==> src/rtl/fib_sequencer.sv <==
// fib_sequencer: Fibonacci engine reporting F(n) with a done pulse or streaming F(0)..F(n) over valid/ready
module fib_sequencer #(
  parameter int DATA_W = 32,
  parameter int IDX_W  = 6
) (
  input  logic              clk,
  input  logic              reset,
  input  logic              start,
  input  logic [IDX_W-1:0]  n_in,
  input  logic              mode,
  input  logic              abort,
  input  logic              out_ready,
  output logic [DATA_W-1:0] term,
  output logic [IDX_W-1:0]  term_idx,
  output logic              term_valid,
  output logic              busy,
  output logic              done,
  output logic              overflow
);
  typedef enum logic [1:0] {IDLE, RUN, DONE} state_t;
  state_t state_q, state_d;
  logic [DATA_W-1:0] a_q, a_d, b_q, b_d;
  logic [DATA_W:0]   sum;
  logic              a_ovf_q, a_ovf_d, b_ovf_q, b_ovf_d;
  logic [IDX_W-1:0]  k_q, k_d, n_q, n_d;
  logic              mode_q, mode_d, ovf_q, ovf_d, adv;
  assign term       = a_q;
  assign term_idx   = k_q;
  assign term_valid = state_q == RUN && mode_q;
  assign busy       = state_q != IDLE;
  assign done       = state_q == DONE;
  assign overflow   = ovf_q;
  assign sum        = {1'b0, a_q} + {1'b0, b_q};
  assign adv        = mode_q ? out_ready : 1'b1;
  // next state: start latch in IDLE, abort escape, step/finish in RUN, DONE back to IDLE
  always_comb begin
    state_d = state_q;
    a_d     = a_q;
    b_d     = b_q;
    a_ovf_d = a_ovf_q;
    b_ovf_d = b_ovf_q;
    k_d     = k_q;
    n_d     = n_q;
    mode_d  = mode_q;
    ovf_d   = ovf_q;
    if (state_q == IDLE) begin
      if (start) begin
        state_d = RUN;
        n_d     = n_in;
        mode_d  = mode;
        a_d     = '0;
        b_d     = DATA_W'(1);
        k_d     = '0;
        a_ovf_d = 1'b0;
        b_ovf_d = 1'b0;
        ovf_d   = 1'b0;
      end
    end else if (abort) begin
      state_d = IDLE;
    end else if (state_q == RUN) begin
      ovf_d = ovf_q | a_ovf_q;
      if (adv && k_q == n_q) begin
        state_d = DONE;
      end else if (adv) begin
        a_d     = b_q;
        a_ovf_d = b_ovf_q;
        b_d     = sum[DATA_W-1:0];
        b_ovf_d = b_ovf_q | a_ovf_q | sum[DATA_W];
        k_d     = k_q + IDX_W'(1);
      end
    end else begin
      state_d = IDLE;
    end
  end
  // state and datapath registers with synchronous reset
  always_ff @(posedge clk) begin
    if (reset) begin
      state_q <= IDLE;
      a_q     <= '0;
      b_q     <= DATA_W'(1);
      a_ovf_q <= 1'b0;
      b_ovf_q <= 1'b0;
      k_q     <= '0;
      n_q     <= '0;
      mode_q  <= 1'b0;
      ovf_q   <= 1'b0;
    end else begin
      state_q <= state_d;
      a_q     <= a_d;
      b_q     <= b_d;
      a_ovf_q <= a_ovf_d;
      b_ovf_q <= b_ovf_d;
      k_q     <= k_d;
      n_q     <= n_d;
      mode_q  <= mode_d;
      ovf_q   <= ovf_d;
    end
  end
endmodule
==> config.mk <==
export PLATFORM = sky130hd
export DESIGN_NAME = fib_sequencer
export DESIGN_NICKNAME = d
export VERILOG_FILES = /design/src/rtl/fib_sequencer.sv
export SDC_FILE = /design/constraint.sdc
export NUM_CORES = 1
export LEC_CHECK = 0
export CORE_AREA = 2 2 86 105
export CTS_CLUSTER_DIAMETER = 100
export DETAILED_ROUTE_END_ITERATION = 6
export DIE_AREA = 0 0 88 107
export PLACE_DENSITY = 0.78
export SYNTH_ARGS = -nofsm -noshare
export SYNTH_HDL_FRONTEND = slang
export SYNTH_SLANG_ARGS = --single-unit
==> constraint.sdc <==
create_clock -name clk -period 3.05 [get_ports clk]
set_input_delay 0.915 -clock clk [delete_from_list [all_inputs] [get_ports clk]]
set_output_delay 0.915 -clock clk [all_outputs]
set_load 0.03 [all_outputs]
==> results.md <==
* Sw frac at 0.265
* Max Cap Viol at 0
* Switching pwr at 560 uW
* Setup violators final at 0
* Sequential area share after synthesis at 0.357
* Chip Width at 88 um
* Cts repair resizes at 0
* Unique masters post-synth at 64
* CTS Hold Buffers Added at 0
* RSZ-0062 raised after global routing: false
* Clk buf depth at 2
* Worst Path Required at 3.36 ns
* Post-synth EDFFs at 0
* Multi-input combinational cell area at 2780 um^2
* Tcrit/Tclk final at 0.886
* Worst skew pair latency at 0.38 ns
* Synthesized area at 4600 um^2
* Post-layout total power at 2110 uW
* Critical path arrival at 3.01 ns
* Ys flop type: dfxtp_1
* Max-slew violation count at 0
* Design Area, Final at 5450 um^2
* TNS Setup at 0 ns
* Die area at 9420 um^2
* CTS tree: yes
* Area Growth Syn to Fin at 18.5%
* # rows at 37
* Mapped Avg Cell Area at 8.60 um^2
* Clock Sinks at 82
* Most common cell after layout, fill and taps aside: dfxtp_1
* First-pass GRT wire length at 17.7 mm
* Comb pwr share at 0.097
* Area after DPL at 5250 um^2
* Ys Warns at 0
* Drt wl/cell at 14.7 um
* Post-CTS setup buffers at 0
* Worst Skew at 0.0100 ns
* Startpoint Class: register
* CP max FO at 3
* Crit path kind: reg2reg
* DRT antenna net count at 0
* DRT iter0 DRCs at 210
* Yosys top cell by area: dfxtp_1
* Worst slack after detailed placement at 0.0693 ns
* Pwr/cell area at 388 nW/um^2
* Worst slew pin tran at 0.855 ns
* Port bufs at 53
* Fillers at 717
* H-tree depth at 3
* Clock root buffer master: clkbuf_8
* Min Tclk post-route at 2.70 ns
* DIE HEIGHT at 107 um
* Hold_ws at 0.472 ns
* Initial antenna violation count at 0
* Max Clk Rate at 370 MHz
* IO Count at 54
* Post-Synthesis Net Count at 581
* Core Area at 8380 um^2
* Sequential share of power at 0.516
* Vias in the first global route at 3961
* Area contributors post-synth: dfxtp_1 (36%), ha_1 (9.0%), a22oi_1 (7.3%), nor2_1 (5.9%), xor2_1 (4.8%)
* FFs w/ async S/R, synth at 0
* Status: completed
* Gate count of the mapped netlist at 535
* GRT Util Overall at 0.237
* WL final at 10.4 mm
* DRC viols at 0
* Via density per instance at 5.74
* Largest net degree at the start of global routing at 41
* Internal cell power at 1550 uW
* Final GP Congestion at 0.875
* Final WS setup at 0.347 ns
* CTS clock-pin slew for the worst setup and hold paths at 0.09 ns
* Gr ovfl total at 0
* Num CTS Buffers at 9
* Flops & latches, synth at 82
* # diodes at 0
* Fraction of layout cells with a size suffix above 1 at 0.0892
* Max VDD drop at 287 uV
* 1st-pass router iterations at 4
* HP Class: reg2reg
* Clock share of power at 0.387
* Leak at 0.00226 uW
* Sequential Area at 1640 um^2
* Post-DP HPWL at 7.77 mm
* Layout Nets at 635
* Crit. End Element: register
* Synth top area share at 0.357
* Vias after detailed routing at 4078
* Most frequent cells in the layout: dfxtp_1 (82), nor2_1 (71), clkdlybuf4s50_1 (52), nand2_1 (48), a22oi_1 (45)
* Hold Fails Final Rpt at 0
* Initial Utilization at 0.549
* Relative slew slack at 0.430
==> cell type report <==
| type | count | area share |
|---|---|---|
| multi-input combinational | 417 | 0.509 |
| timing repair buffer | 69 | 0.118 |
| inverter | 10 | 0.00689 |
| sequential | 82 | 0.301 |
| clock inverter | 6 | 0.0119 |
| tap | 117 | 0.0269 |
| clock buffer | 10 | 0.0253 |
==> worst paths after layout <==
check             endpoint  slack, ns  startpoint  cells after the start
setup / recovery   b_ovf_q       0.35     term[0]                     11
hold / removal      n_q[1]       0.47      n_q[1]                      2
setup reg to reg   b_ovf_q       0.35     term[0]                     11
hold reg to reg     n_q[1]       0.47      n_q[1]                      2
==> registers in the layout, indices dropped and copies added (netlist names) <==
register	cells
overflow	1
n_q	6
b_q	32
term	32
b_ovf_q	1
a_ovf_q	1
term_idx	6
state_q	2
mode_q	1
==> cells in the mapped netlist (all sizes together) (6+ instances only) <==
master / instances
xnor2: 12
a21o: 18
inv: 10
o21ai: 24
nand3: 8
nand4: 6
ha: 33
dfxtp: 82
buf: 14
nand2b: 6
nor2: 73
xor2: 25
nor3: 11
a21oi: 41
clkbuf: 10
a22oi: 45
nand2: 49
==> metrics by stage <==
stage          std cells   util
2_1_floorplan        535      -
3_3_place_gp         695  0.626
3_5_place_dp         695  0.626
4_1_cts              711  0.650
5_1_grt              711  0.650
6_report             711  0.650
==> routing by layer <==
| metal | up-vias | global-route usage | share of wire |
|---|---|---|---|
| met5 | - | 0 | 0 |
| met4 | 0 | 0.122 | 0.026 |
| met3 | 23 | 0.0339 | 0.029 |
| met2 | 78 | 0.399 | 0.50 |
| met1 | 1950 | 0.288 | 0.44 |
| li1 | 2027 | - | - |
==> kinds of logic after synthesis <==
family | share of synthesized area
buf+inv | 0.0427
mux | 0.00653
xor+xnor | 0.0705
fa+ha+maj | 0.0941
simple gates | 0.177
compound gates | 0.252
flops | 0.357
==> power by group through the flow <==
| stage | combinational [uW] | clock, uW | sequential [uW] |
|---|---|---|---|
| 6_report | 205 | 817 | 1090 |
| 5_1_grt | 225 | 870 | 1090 |
| 4_1_cts | 204 | 830 | 1090 |
| 3_5_place_dp | 204 | 0 | 1120 |
| 3_3_place_gp | 202 | 0 | 1110 |
| 2_1_floorplan | 128 | 0 | 1120 |
==> critical path: stages (launching register included) <==
cell,delay (ns)
dfxtp_1,0.37
ha_1,0.21
inv_1,0.06
fa_1,0.39
nand2b_1,0.18
a21oi_1,0.23
nor3b_1,0.10
o41ai_2,0.31
a221oi_1,0.20
o21a_1,0.27
o21a_1,0.20
a21oi_1,0.12
Note: power is estimated with default switching activity, not from simulation.
